$ cat config.mk
export PLATFORM = sky130hd
export DESIGN_NAME = multicycle_control
export DESIGN_NICKNAME = d
export VERILOG_FILES = /design/src/rtl/multicycle_control.sv
export SDC_FILE = /design/constraint.sdc
export NUM_CORES = 1
export LEC_CHECK = 0
export ABC_AREA = 1
export CAP_MARGIN = 20
export CORE_ASPECT_RATIO = 0.9
export CORE_MARGIN = 3
export CORE_UTILIZATION = 40
export CTS_CLUSTER_DIAMETER = 150
export DETAILED_ROUTE_END_ITERATION = 16
export HOLD_SLACK_MARGIN = 0.08
export PLACE_DENSITY_LB_ADDON = 0.25
export SLEW_MARGIN = 10
export SYNTH_ARGS = -nofsm -noshare
export SYNTH_HDL_FRONTEND = slang
export SYNTH_SLANG_ARGS = --single-unit
$ cat constraint.sdc
create_clock -name clk -period 1.7 [get_ports clk]
set_input_delay 0.255 -clock clk [delete_from_list [all_inputs] [get_ports clk]]
set_output_delay 0.255 -clock clk [all_outputs]
set_load 0.02 [all_outputs]
$ cat src/rtl/multicycle_control.sv
// Multi-cycle MIPS sequencer: shares one ALU and one memory port across FETCH..WRITEBACK steps.
// Define ILLEGAL_TRAP_EN to trap illegal instructions in TRAP (adds illegal_instr); otherwise they run as NOPs.
module multicycle_control #(
    parameter int WAIT_MAX = 15,
    parameter int CNT_W    = 4
) (
    input  logic       clk,
    input  logic       reset,
    input  logic [5:0] op,
    input  logic [5:0] funct,
    input  logic       zero,
    input  logic       mem_ready,
    output logic       mem_req,
    output logic       mem_we,
    output logic       iord,
    output logic       ir_write,
    output logic       pc_write,
    output logic [1:0] pc_src,
    output logic       alu_a_src,
    output logic [1:0] alu_b_src,
    output logic [1:0] alu_op,
    output logic       reg_write,
    output logic [1:0] reg_dst,
    output logic [1:0] wb_src,
    output logic       instr_done,
    output logic       bus_err,
    output logic [3:0] state
`ifdef ILLEGAL_TRAP_EN
    ,
    output logic       illegal_instr
`endif
);

    // FETCH/MEM_RD/MEM_WR wait on mem_ready; ERROR (bus timeout) and TRAP are terminal until reset.
    typedef enum logic [3:0] {
        S_FETCH    = 4'd0,
        S_DECODE   = 4'd1,
        S_EXEC_R   = 4'd2,
        S_WB_R     = 4'd3,
        S_EXEC_I   = 4'd4,
        S_WB_I     = 4'd5,
        S_MEM_ADDR = 4'd6,
        S_MEM_RD   = 4'd7,
        S_MEM_WB   = 4'd8,
        S_MEM_WR   = 4'd9,
        S_BRANCH   = 4'd10,
        S_JUMP     = 4'd11,
        S_JAL      = 4'd12,
        S_JR       = 4'd13,
        S_ERROR    = 4'd14,
        S_TRAP     = 4'd15
    } state_t;

    localparam logic [CNT_W-1:0] CNT_SAT  = '1;
    localparam logic [CNT_W-1:0] CNT_LIM  = CNT_W'(WAIT_MAX);

    state_t           state_q, state_d;
    logic [CNT_W-1:0] cnt_q, cnt_d;
    logic             in_mem;
    logic             timeout;
    logic             r_legal;

    always_ff @(posedge clk or posedge reset) begin
        if (reset) begin
            state_q <= S_FETCH;
            cnt_q   <= '0;
        end else begin
            state_q <= state_d;
            cnt_q   <= cnt_d;
        end
    end

    assign in_mem  = (state_q == S_FETCH) || (state_q == S_MEM_RD) || (state_q == S_MEM_WR);
    assign timeout = (WAIT_MAX != 0) && in_mem && !mem_ready && (cnt_q == CNT_LIM);
    assign r_legal = (funct == 6'h20) || (funct == 6'h22) || (funct == 6'h00) ||
                     (funct == 6'h02) || (funct == 6'h03);

    // Counter is held at zero outside the memory states, so entry always starts from zero.
    always_comb begin
        cnt_d = '0;
        if (in_mem && !mem_ready) begin
            cnt_d = (cnt_q == CNT_SAT) ? cnt_q : cnt_q + 1'b1;
        end
    end

    always_comb begin
        state_d    = state_q;
        mem_req    = 1'b0;
        mem_we     = 1'b0;
        iord       = 1'b0;
        ir_write   = 1'b0;
        pc_write   = 1'b0;
        pc_src     = 2'd0;
        alu_a_src  = 1'b0;
        alu_b_src  = 2'd0;
        alu_op     = 2'd0;
        reg_write  = 1'b0;
        reg_dst    = 2'd0;
        wb_src     = 2'd0;
        instr_done = 1'b0;

        case (state_q)
            S_FETCH: begin
                mem_req   = 1'b1;
                alu_b_src = 2'd1;
                if (timeout) begin
                    state_d = S_ERROR;
                end else if (mem_ready) begin
                    ir_write = 1'b1;
                    pc_write = 1'b1;
                    state_d  = S_DECODE;
                end
            end
            S_DECODE: begin
                alu_b_src = 2'd3;
                if (op == 6'h00 && funct == 6'h08)      state_d = S_JR;
                else if (op == 6'h00 && r_legal)        state_d = S_EXEC_R;
                else if (op[5:3] == 3'b001)             state_d = S_EXEC_I;
                else if (op == 6'h23 || op == 6'h2b)    state_d = S_MEM_ADDR;
                else if (op == 6'h04 || op == 6'h05)    state_d = S_BRANCH;
                else if (op == 6'h02)                   state_d = S_JUMP;
                else if (op == 6'h03)                   state_d = S_JAL;
                else begin
`ifdef ILLEGAL_TRAP_EN
                    state_d = S_TRAP;
`else
                    instr_done = 1'b1;
                    state_d    = S_FETCH;
`endif
                end
            end
            S_EXEC_R: begin
                alu_a_src = 1'b1;
                alu_op    = 2'd2;
                state_d   = S_WB_R;
            end
            S_WB_R: begin
                reg_write  = 1'b1;
                reg_dst    = 2'd1;
                instr_done = 1'b1;
                state_d    = S_FETCH;
            end
            S_EXEC_I: begin
                alu_a_src = 1'b1;
                alu_b_src = 2'd2;
                alu_op    = 2'd3;
                state_d   = S_WB_I;
            end
            S_WB_I: begin
                reg_write  = 1'b1;
                instr_done = 1'b1;
                state_d    = S_FETCH;
            end
            S_MEM_ADDR: begin
                alu_a_src = 1'b1;
                alu_b_src = 2'd2;
                state_d   = (op == 6'h2b) ? S_MEM_WR : S_MEM_RD;
            end
            S_MEM_RD: begin
                mem_req = 1'b1;
                iord    = 1'b1;
                if (timeout)        state_d = S_ERROR;
                else if (mem_ready) state_d = S_MEM_WB;
            end
            S_MEM_WB: begin
                reg_write  = 1'b1;
                wb_src     = 2'd1;
                instr_done = 1'b1;
                state_d    = S_FETCH;
            end
            S_MEM_WR: begin
                mem_req = 1'b1;
                mem_we  = 1'b1;
                iord    = 1'b1;
                if (timeout) begin
                    state_d = S_ERROR;
                end else if (mem_ready) begin
                    instr_done = 1'b1;
                    state_d    = S_FETCH;
                end
            end
            S_BRANCH: begin
                alu_a_src  = 1'b1;
                alu_op     = 2'd1;
                pc_src     = 2'd1;
                pc_write   = ((op == 6'h04) && zero) || ((op == 6'h05) && !zero);
                instr_done = 1'b1;
                state_d    = S_FETCH;
            end
            S_JUMP: begin
                pc_write   = 1'b1;
                pc_src     = 2'd2;
                instr_done = 1'b1;
                state_d    = S_FETCH;
            end
            S_JAL: begin
                pc_write   = 1'b1;
                pc_src     = 2'd2;
                reg_write  = 1'b1;
                reg_dst    = 2'd2;
                wb_src     = 2'd2;
                instr_done = 1'b1;
                state_d    = S_FETCH;
            end
            S_JR: begin
                pc_write   = 1'b1;
                pc_src     = 2'd3;
                instr_done = 1'b1;
                state_d    = S_FETCH;
            end
            S_ERROR: state_d = S_ERROR;
            S_TRAP:  state_d = S_TRAP;
            default: state_d = S_FETCH;
        endcase

        // Nothing architectural may be written while reset is held.
        if (reset) begin
            ir_write   = 1'b0;
            pc_write   = 1'b0;
            reg_write  = 1'b0;
            instr_done = 1'b0;
        end
    end

    assign bus_err = (state_q == S_ERROR);
    assign state   = state_q;
`ifdef ILLEGAL_TRAP_EN
    assign illegal_instr = (state_q == S_TRAP);
`endif

endmodule
Word-level counts from Yosys, hierarchy flattened
Index checks and enable logic that the tools add are counted.
Operators by class
  $add $sub $neg: 1
  equal/unequal tests: 32
  multiplexer cells: 43
  reduce and logical (&&, ||, !) cells: 29
Operator list (number)
  2-to-1 mux 4 bit: 16
  case mux 4 bit (10 select lines): 1
  equality test 4 bit, second input constant: 9
  equality test 6 x 2 -> 1 bit, second input constant: 4
  equality test 6 bit, second input constant: 4
  2-to-1 mux 1 bit: 19
  case mux 2 bit (3 select lines): 3
  equality test 4 x 3 -> 1 bit, second input constant: 4
  equality test 6 x 3 -> 1 bit, second input constant: 2
  logical NOT 6 bit: 2
  logical OR 1 bit: 9
  inequality test 3 bit, second input constant: 3
  equality test 4 x 2 -> 1 bit, second input constant: 2
  case mux 2 bit (2 select lines): 2
  OR reduction 4 bit: 2
  OR reduction 7 bit: 1
  equality test 6 x 4 -> 1 bit, second input constant: 1
  logical AND 1 bit: 6
  case mux 1 bit (3 select lines): 2
  OR reduction 2 bit: 3
  OR reduction 3 bit: 2
  adder 4 x 1 -> 4 bit, second input constant: 1
  equality test 4 x 1 -> 1 bit, second input constant: 1
  logical NOT 4 bit: 1
  other kinds (4): 5
Word-level totals
  register bits after elaboration: 8
  output and inout port bits: 23
  logic and storage cells: 107

Logic depth before layout (Yosys ltp)
Gate-level depths: netlist of the first run.
  depth after elaboration: 10
  depth in mapped cells: 10
  mapped depth without buffers: 9

Least setup slack after synthesis of the first run
Ideal clock, no wire load.
  path type: register -> output
  start point: register state_q[1] (netlist: state[1])
  end point: output instr_done
  arrival: 1.790 ns
  required time: 1.445 ns
  path slack: -0.345 ns
  cell stages (with the launch flop): 9
  cell sequence: dfrtp_1 > buf_6 > nor2_1 > inv_1 > nor2_1 > nor2_1 > o21ai_0 > nor2_1 > a21oi_1
On the way
  longest elaborated chain between the ends: 8
  elaborated cells on any way between the ends: 19
Ends and longest elaborated chain
  start, declared: RTL line 57  | state_t state_q, state_d;
  start signal, assigned: RTL line 68  | state_q <= state_d;
  equality test 4 x 3 -> 1 bit or logical NOT 4 bit (tied branches): RTL line 73  | assign in_mem = (state_q == S_FETCH) || (state_q == S_MEM_RD) || (state_q == S_MEM_WR);
  logical OR 1 bit (2 in a row): RTL line 73
  logical AND 1 bit (2 in a row): RTL line 74  | assign timeout = (WAIT_MAX != 0) && in_mem && !mem_ready && (cnt_q == CNT_LIM);
  2-to-1 mux 1 bit
  case mux 1 bit (3 select lines) (*): RTL line 102  | case (state_q)
  2-to-1 mux 1 bit (*): RTL line 217  | if (reset) begin
  end, declared: RTL line 25  | output logic instr_done,
Mark *: on every way between the ends. The rest lies on a longest branch, timed or not.

Worst setup path in the final report of the first run
  start point: register state_q[0] (netlist: state[0])
  end point: output pc_write
On the way
  longest elaborated chain between the ends: 8
  elaborated cells on any way between the ends: 15
Ends and longest elaborated chain
  equality test 4 x 3 -> 1 bit or logical NOT 4 bit (tied branches): RTL line 73, 102
  logical OR 1 bit (2 in a row): RTL line 73
  logical AND 1 bit (2 in a row): RTL line 74
  2-to-1 mux 1 bit: RTL line 106  | if (timeout) begin
  case mux 1 bit (3 select lines) (*): RTL line 102
  2-to-1 mux 1 bit (*): RTL line 217
  end, declared: RTL line 17  | output logic pc_write,
Marks and branches as above.

==> flow_summary.yaml, run 1 <==
run_status:
  status: "finished, violations left"
  failed_checks: "negative setup slack"
synth:
  syn_inst: 163
  synth_xor_area_share_pct: 1.83
  synth_cell_types: 30
  synth_top_family_by_area: "simple AND/OR/NAND/NOR gates"
  synth_fa_ha_area_share_pct: 1.31
  synth_seq_cells: 8
  ys_warn_count: 0
  synth_compound_area_share_pct: 13.3
  synth_mux_area_share_pct: 0
  netlist_area_um2: 958
  syn_nets: 180
  yosysSeqAreaShare_pct: 20.9
  synth-simple-area-share_pct: 48.6
  synth_area_per_cell_um2: 5.88
global_routing:
  overflow: 0
  grt_usage_pct: 27.7
  grt_pass1_wl_mm: 6.52
  grt_max_degree: 9
  first_global_vias: 1512
  antenna_found_initial: 0
die:
  core_area_um2: 2220
  dieArea_um2: 3020
  placement_rows: 16
  die_w_um: 57.6
  die_h_um: 52.4
  start_util_pct: 43.1
  io_pins: 39
layout:
  mostFrequentLayoutCell: "buf_4"
  drive_above_1_share_pct: 49.8
  antenna-diode-count: 0
  syn_to_final_growth_pct: 97.9
  final_core_util_pct: 85.4
  final_cell_mix: "buf_4, nor2_1, inv_1, nand2_1, nand3_1"
  fin_nets: 276
critical_path:
  startpoint_type: "flip-flop"
  critPathArrivalTime_ps: 1650
  crit_fanout: 5
  critPathRequiredTime_ps: 1440
  r2r-end: "state[3]"
  rr_worst_depth: 10
  endpoint_kind: "output pin"
  rrSetupSlack_ps: -50
  worstSetupPathType: "flip-flop to output pin"
  r2r-start: "state[0]"
drt:
  drt-total-wl_mm: 4.24
  drt-wirelength-per-cell_um: 14.9
  drtIter0Drc: 82
  vias_per_cell: 5.38
  vias: 1528
  drc_errors: 0
  drtPass1Iterations: 4
  drtAntennaViolNets: 0
pwr:
  power.leakage_nw: 1.02
  power_density_nw_per_um2: 231
  ir_drop_mv: 0.436
timing:
  finalClockSkew_ps: 2.85
  setup_viol_count_final: 12
  rsz0062_at_grt: "true"
  min_period_ps: 1900
  hold_violations: 0
  worst_hold_slack_ps: 449
  setup_ws_ps: -201
  worstMarginPinSlew_ps: 314
  slew_headroom_pct: 79.1
  drv_slew: 0
  final.setup.tns_ps: -1030
  fmaxAchievable_mhz: 526
  final.period_utilization_pct: 112
job:
  maxCapViolations: 0
clock_tree:
  cts_root_buf: "clkbuf_4"
  htreeDepth: 1
  cts_sinks: 8
  max-clock-path-buffers: 2
  insertion_delay_ps: 260
  cts_buffers: 3
  tritoncts: "built"
  cts.clk_slew.worst_paths_ps: 50
  cts_hold_buf: 0
placement:
  io_buffers: 38
  hpwlAfterDp_mm: 2.99
  gp_congestion: 0.902
  dp_slack_ps: -745
min_path:
  min_path_type: "input pin to asynchronous set/reset pin"
[worst max path at each step]
stage | start | slack (ps) | end | depth (start not counted)
3_5_place_dp | op[1] | -750 | pc_write | 6
6_report | state[0] | -200 | pc_write | 7
5_1_grt | state[3] | -260 | pc_write | 6
3_3_place_gp | op[5] | -650 | pc_write | 6
4_1_cts | state[2] | -190 | pc_write | 5
2_1_floorplan | state[1] | -80 | instr_done | 8
[critical path, stage by stage (launching register included)]
cell and delay, ps:
dfrtp_2 460, nor2_2 190, buf_4 140, nand2_2 70
inv_1 100, nand2_1 80, a31oi_2 180, buf_4 160
[registers in the layout, indices dropped and copies added, names as in the netlist]
register,cells
state,4
cnt_q,4
[through the flow]
| step | std cells | total power (W) | area, um2 |
|---|---|---|---|
| CTS | 283 | 0.000435 | 1800 |
| finish | 284 | 0.000438 | 1900 |
| global placement | 272 | 0.000281 | 1730 |
| global route | 284 | 0.000453 | 1900 |
| detailed placement | 272 | 0.000286 | 1730 |
| floorplan | 163 | 0.000221 | 985 |
[routing by layer]
| metal | wire [um] | part of all wire [%] | vias up | global-route usage, % |
|---|---|---|---|---|
| met3 | 334 | 7.9 | 27 | 4.43 |
| met2 | 2160 | 51 | 85 | 52.4 |
| li1 | - | - | 715 | - |
| met4 | 201 | 4.7 | 0 | 11.2 |
| met1 | 1540 | 36 | 701 | 30.5 |
| met5 | 0 | 0 | - | 0 |
[logic make-up (layout without fill, tap and decap cells)]
| group | count (synthesis) | after routing |
|---|---|---|
| compound gates | 23 | 23 |
| simple gates | 96 | 96 |
| xor+xnor | 2 | 2 |
| flops | 8 | 8 |
| fa+ha+maj | 1 | 1 |
| buf+inv | 33 | 127 |
[Yosys cell counts]
library cell | n | area, um2
nor2_8 | 1 | 20.0
nor2_1 | 34 | 128
o211ai_1 | 1 | 7.51
nand2_4 | 1 | 11.3
ha_1 | 1 | 12.5
o31ai_1 | 1 | 7.51
o21ai_0 | 8 | 40.0
a31oi_1 | 1 | 6.26
or2_2 | 1 | 6.26
nand3_4 | 1 | 17.5
o22ai_1 | 1 | 6.26
nor2_4 | 2 | 22.5
nor3_1 | 2 | 10.0
inv_1 | 29 | 109
nand3_1 | 16 | 80.1
xnor2_1 | 1 | 8.76
inv_2 | 2 | 7.51
nand2_1 | 27 | 101
nor2_2 | 3 | 18.8
a21oi_1 | 7 | 35.0
nand4_1 | 3 | 18.8
dfrtp_1 | 8 | 200
and3_1 | 1 | 6.26
or3_1 | 1 | 6.26
nand2_2 | 3 | 18.8
xor2_1 | 1 | 8.76
o21ai_1 | 3 | 15.0
buf_6 | 1 | 11.3
buf_4 | 1 | 7.51
a22o_2 | 1 | 10.0
[area by class of cell]
type,count,area (um2)
multi-input combinational,122,764
tap,27,33.8
timing repair buffer,93,749
fill,140,325
clock buffer,3,22.5
inverter,31,121
sequential,8,205
[power breakdown]
group,total (W),switching (W),internal (W)
combinational,0.000103,0.0000502,0.0000530
clock,0.000144,0.0000633,0.0000807
sequential,0.000191,0,0.000191
total,0.000438,0.000113,0.000324
[repair_timing]
action                                 CTS  global route
setup endpoints to repair               22            24
setup buffers                            8             1
resized for setup                      109            38
endpoints found under the hold margin    0             0
pin swaps                               11            14
No activity file was read; power rests on OpenSTA's default activity.
==> run 2, diff against run 1 <==
--- a/config.mk
+++ b/config.mk
@@ -8,7 +8,7 @@
 export ABC_AREA = 1
 export CAP_MARGIN = 20
 export CORE_ASPECT_RATIO = 0.9
-export CORE_MARGIN = 3
+export CORE_MARGIN = 2
 export CORE_UTILIZATION = 40
 export CTS_CLUSTER_DIAMETER = 150
 export DETAILED_ROUTE_END_ITERATION = 16
==> flow_summary.yaml, run 2 (synthesis results as in run 1) <==
global_routing:
  grt_pass1_wl_mm: 6.57
  grt_usage_pct: 30.3
  first_global_vias: 1479
  overflow: 0
  antenna_found_initial: 0
  grt_max_degree: 9
drt:
  drtAntennaViolNets: 0
  drt-total-wl_mm: 3.98
  vias_per_cell: 5.24
  drc_errors: 0
  vias: 1462
  drtPass1Iterations: 5
  drtIter0Drc: 61
  drt-wirelength-per-cell_um: 14.3
timing:
  final.setup.tns_ps: -742
  worstMarginPinSlew_ps: 312
  final.period_utilization_pct: 114
  finalClockSkew_ps: 3.53
  rsz0062_at_grt: "true"
  setup_ws_ps: -234
  setup_viol_count_final: 14
  drv_slew: 0
  fmaxAchievable_mhz: 517
  hold_violations: 0
  min_period_ps: 1930
  worst_hold_slack_ps: 440
  slew_headroom_pct: 79.2
run_status:
  status: "finished, violations left"
  failed_checks: "negative setup slack"
layout:
  fin_cells: 279
  mostFrequentLayoutCell: "buf_4"
  final_cell_mix: "buf_4, nor2_1, inv_1"
  drive_above_1_share_pct: 48.4
  fin_nets: 271
  fillers: 143
  syn_to_final_growth_pct: 92.6
  antenna-diode-count: 0
die:
  die_h_um: 50.4
  core_area_um2: 2220
  dieArea_um2: 2800
  placement_rows: 16
  io_pins: 39
  die_w_um: 55.6
  start_util_pct: 43.1
job:
  maxCapViolations: 0
placement:
  hpwlAfterDp_mm: 3.08
  io_buffers: 38
  dp_slack_ps: -723
  gp_congestion: 0.903
  placedCellCount: 271
pwr:
  p_total_w: 0.000446
  swShare_pct: 28.1
  p_switching_w: 0.000125
  pwr-share-clk_pct: 37.1
  comb_power_share_pct: 20.2
  p_int_w: 0.000321
  seqPwrFrac_pct: 42.7
  power.leakage_nw: 0.977
  ir_drop_mv: 0.377
  power_density_nw_per_um2: 241
critical_path:
  slowest_delay_ps: 460
  slowest_stage: "dfrtp_2"
  worstSetupPathType: "flip-flop to output pin"
  critPathArrivalTime_ps: 1680
  cpLargestDelayFamily: "flip-flops"
  endpoint_kind: "output pin"
  worst-path-buf-inv: 3
  startpoint_type: "flip-flop"
  cpMostUsedCell: "buf_4"
  critPathRequiredTime_ps: 1440
  crit_fanout: 5
  critical_path.cell_chain: "inv_4, buf_4, nand3_2, or3_4, a31oi_2, buf_4"
min_path:
  min_path_type: "input pin to asynchronous set/reset pin"
clock_tree:
  cts.clk_slew.worst_paths_ps: 60
  htreeDepth: 1
  insertion_delay_ps: 280
  max-clock-path-buffers: 2
  cts_buffers: 3
  tritoncts: "built"
  cts_hold_buf: 0
  cts_sinks: 8
  cts_root_buf: "clkbuf_4"
==> run 2: cell types whose count changed in the layout (fill, tap and decap cells not counted), moves of 2 or more <==
cell             previous run  this run
nand2_4                     2         4
nand3_1                    13        15
buf_6                       5         8
buf_2                       9         7
buf_4                      58        55
clkdlybuf4s15_2             2         0
==> run 2: timing repair <==
action / CTS / global route
endpoints found under the setup margin: 24 / 23
resized for setup: 116 / 35
pin swaps: 6 / 10
setup buffers: 2 / 5
==> run 2: final timing paths <==
kind | startpoint | to | slack (ps) | cells past startpoint
max | state[0] | pc_write | -230 | 6
min | reset | state[1] | 440 | 3
max reg2reg | state[1] | state[3] | -30 | 10
min reg2reg | cnt_q[0] | cnt_q[0] | 540 | 1
max in group asynchronous | reset | state[2] | 1120 | 3
min in group clk | cnt_q[0] | cnt_q[0] | 540 | 1
==> run 2: metrics by stage <==
stage                     util (%)  cell area [um2]
after floorplan                  -              985
after global placement        77.3             1720
after detailed placement      77.3             1720
after CTS                     78.6             1750
after global routing          83.1             1850
final                         83.1             1850
==> run 2: final cells by class <==
| type | count | area, um2 | area share, % |
|---|---|---|---|
| flip-flops and latches | 8 | 205 | 11.1 |
| repair buffers | 88 | 716 | 38.8 |
| clock buffers | 3 | 22.5 | 1.22 |
| multi-input cells | 122 | 749 | 40.6 |
| inverters | 31 | 119 | 6.44 |
| well taps | 27 | 33.8 | 1.83 |
==> run 2: tightest hold or removal path: cells and delay by family <==
kind	cells	cell delay (ps)
buffers and inverters	3	810
==> run 2: metal layers <==
layer / global-route usage (%) / share of wire [%] / vias to the layer above / wire length, um
met5: 0 / 0 / - / 0
met1: 32.8 / 39 / 695 / 1550
met3: 4.90 / 5.4 / 14 / 214
met2: 57.5 / 52 / 55 / 2090
met4: 14.2 / 3.1 / 0 / 123
li1: - / - / 698 / -
==> run 2: power by group through the flow <==
stage | Clock (W) | Combinational (W) | Sequential [W]
4_1_cts | 0.000161 | 0.0000891 | 0.000190
5_1_grt | 0.000176 | 0.0000978 | 0.000190
3_3_place_gp | 0 | 0.0000857 | 0.000194
3_5_place_dp | 0 | 0.0000912 | 0.000194
2_1_floorplan | 0 | 0.0000274 | 0.000194
6_report | 0.000165 | 0.0000901 | 0.000190
==> run 3, diff against run 2 <==
--- a/config.mk
+++ b/config.mk
@@ -7,13 +7,14 @@
 export LEC_CHECK = 0
 export ABC_AREA = 1
 export CAP_MARGIN = 20
-export CORE_ASPECT_RATIO = 0.9
+export CORE_ASPECT_RATIO = 1.75
 export CORE_MARGIN = 2
 export CORE_UTILIZATION = 40
 export CTS_CLUSTER_DIAMETER = 150
 export DETAILED_ROUTE_END_ITERATION = 16
 export HOLD_SLACK_MARGIN = 0.08
 export PLACE_DENSITY_LB_ADDON = 0.25
+export SKIP_CTS_REPAIR_TIMING = 1
 export SLEW_MARGIN = 10
 export SYNTH_ARGS = -nofsm -noshare
 export SYNTH_HDL_FRONTEND = slang
==> flow_summary.yaml, run 3 (synthesis results as in run 1) <==
die:
  core_area_um2: 2270
  placement_rows: 23
  die_h_um: 68.8
  die_w_um: 41
  io_pins: 39
  start_util_pct: 42.2
  dieArea_um2: 2820
global_routing:
  grt_max_degree: 9
  grt_pass1_wl_mm: 5.55
  overflow: 0
  first_global_vias: 1420
  antenna_found_initial: 0
  grt_usage_pct: 28.6
drt:
  routed.top_layer: "met4"
  drtAntennaViolNets: 0
  drtPass1Iterations: 4
  drc_errors: 0
  met3WireLength_um: 183
  vias: 1465
  drtIter0Drc: 34
  drt-wirelength-per-cell_um: 15.7
  vias_per_cell: 5.31
  drt-total-wl_mm: 4.32
  met2_length_mm: 2.53
  wl_met1_mm: 1.28
layout:
  mostFrequentLayoutCell: "buf_4"
  antenna-diode-count: 0
  drive_above_1_share_pct: 46.6
  final_cell_mix: "buf_4, nor2_1, nand2_1"
  fin_nets: 270
  final_core_util_pct: 84.5
  design_area_um2: 1920
  syn_to_final_growth_pct: 100
clock_tree:
  tritoncts: "built"
  max-clock-path-buffers: 2
  insertion_delay_ps: 240
  cts.clk_slew.worst_paths_ps: 40
  cts_buffers: 3
  htreeDepth: 1
  cts_root_buf: "clkbuf_8"
  cts_sinks: 8
timing:
  final.setup.tns_ps: -596
  finalClockSkew_ps: 1.74
  worstMarginPinSlew_ps: 332
  min_period_ps: 1900
  final.period_utilization_pct: 112
  drv_slew: 0
  hold_violations: 0
  slew_headroom_pct: 77.9
  worst_hold_slack_ps: 547
  fmaxAchievable_mhz: 527
  rsz0062_at_grt: "true"
  setup_ws_ps: -199
  setup_viol_count_final: 8
pwr:
  p_total_w: 0.000537
  power.leakage_nw: 1.10
  ir_drop_mv: 0.197
  power_density_nw_per_um2: 280
critical_path:
  critPathArrivalTime_ps: 1640
  startpoint_type: "flip-flop"
  critPathRequiredTime_ps: 1440
  endpoint_kind: "output pin"
  worstSetupPathType: "flip-flop to output pin"
  crit_fanout: 4
run_status:
  failed_checks: "negative setup slack"
  status: "finished, violations left"
placement:
  post_dp_cell_area_um2: 1720
  io_buffers: 38
  hpwlAfterDp_mm: 3.02
  gp_congestion: 0.903
job:
  maxCapViolations: 0
min_path:
  min_path_type: "input pin to asynchronous set/reset pin"
run 3: cell types whose count changed in the layout (fill, tap and decap cells not counted), moves of 2 or more:
cell | previous run | this run
dlygate4sd2_1 | 6 | 0
nand2_1 | 21 | 23
clkbuf_4 | 3 | 0
nand2_2 | 6 | 4
nor2_1 | 26 | 24
dlymetal6s2s_1 | 2 | 13
clkbuf_2 | 0 | 2
buf_4 | 55 | 51
buf_2 | 7 | 1
buf_6 | 8 | 10
clkbuf_8 | 0 | 3
run 3: cell type report:
type,count,area [um2]
inverters,31,121
multi-input cells,122,748
clock buffers,3,41.3
repair buffers,87,773
well taps,25,31.3
fillers,150,353
flip-flops and latches,8,205
run 3: critical path: stages, from the launching register on:
cell and delay, ps:
dfrtp_2 440, buf_4 160, nand2_4 60, inv_2 50
nand2_2 80, o21ai_2 70, nor2_1 110, o21ai_1 80
nor2_1 130, a21oi_2 70, buf_4 160
run 3: stage by stage:
stage	std cells	setup WS [ps]
4_1_cts	272	-741
5_1_grt	276	-257
6_report	276	-199
2_1_floorplan	163	-75.0
3_3_place_gp	269	-693
3_5_place_dp	269	-748
run 3: metal layers:
layer  track usage, %  vias up
li1                 -      693
met1             24.1      661
met2             56.8       74
met3             2.24       37
met4             17.1        0
met5                0        -
run 3: final timing paths:
path | slack (ps) | depth (start not counted) | startpoint | endpoint
worst max-delay path | -200 | 10 | state[1] | instr_done
min in group clk | 560 | 1 | cnt_q[0] | cnt_q[0]
worst min register to register | 560 | 1 | cnt_q[0] | cnt_q[0]
worst min-delay path | 550 | 3 | reset | cnt_q[1]
worst max register to register | -30 | 10 | state[0] | state[3]
max in group asynchronous | 1010 | 3 | reset | state[3]
run 3: where the power goes:
part           switching [W]  leakage [nW]  internal (W)  total (W)
combinational      0.0000485         0.987     0.0000581   0.000107
sequential                 0        0.0897      0.000191   0.000191
clock              0.0000849        0.0216      0.000154   0.000239
total               0.000133          1.10      0.000404   0.000537
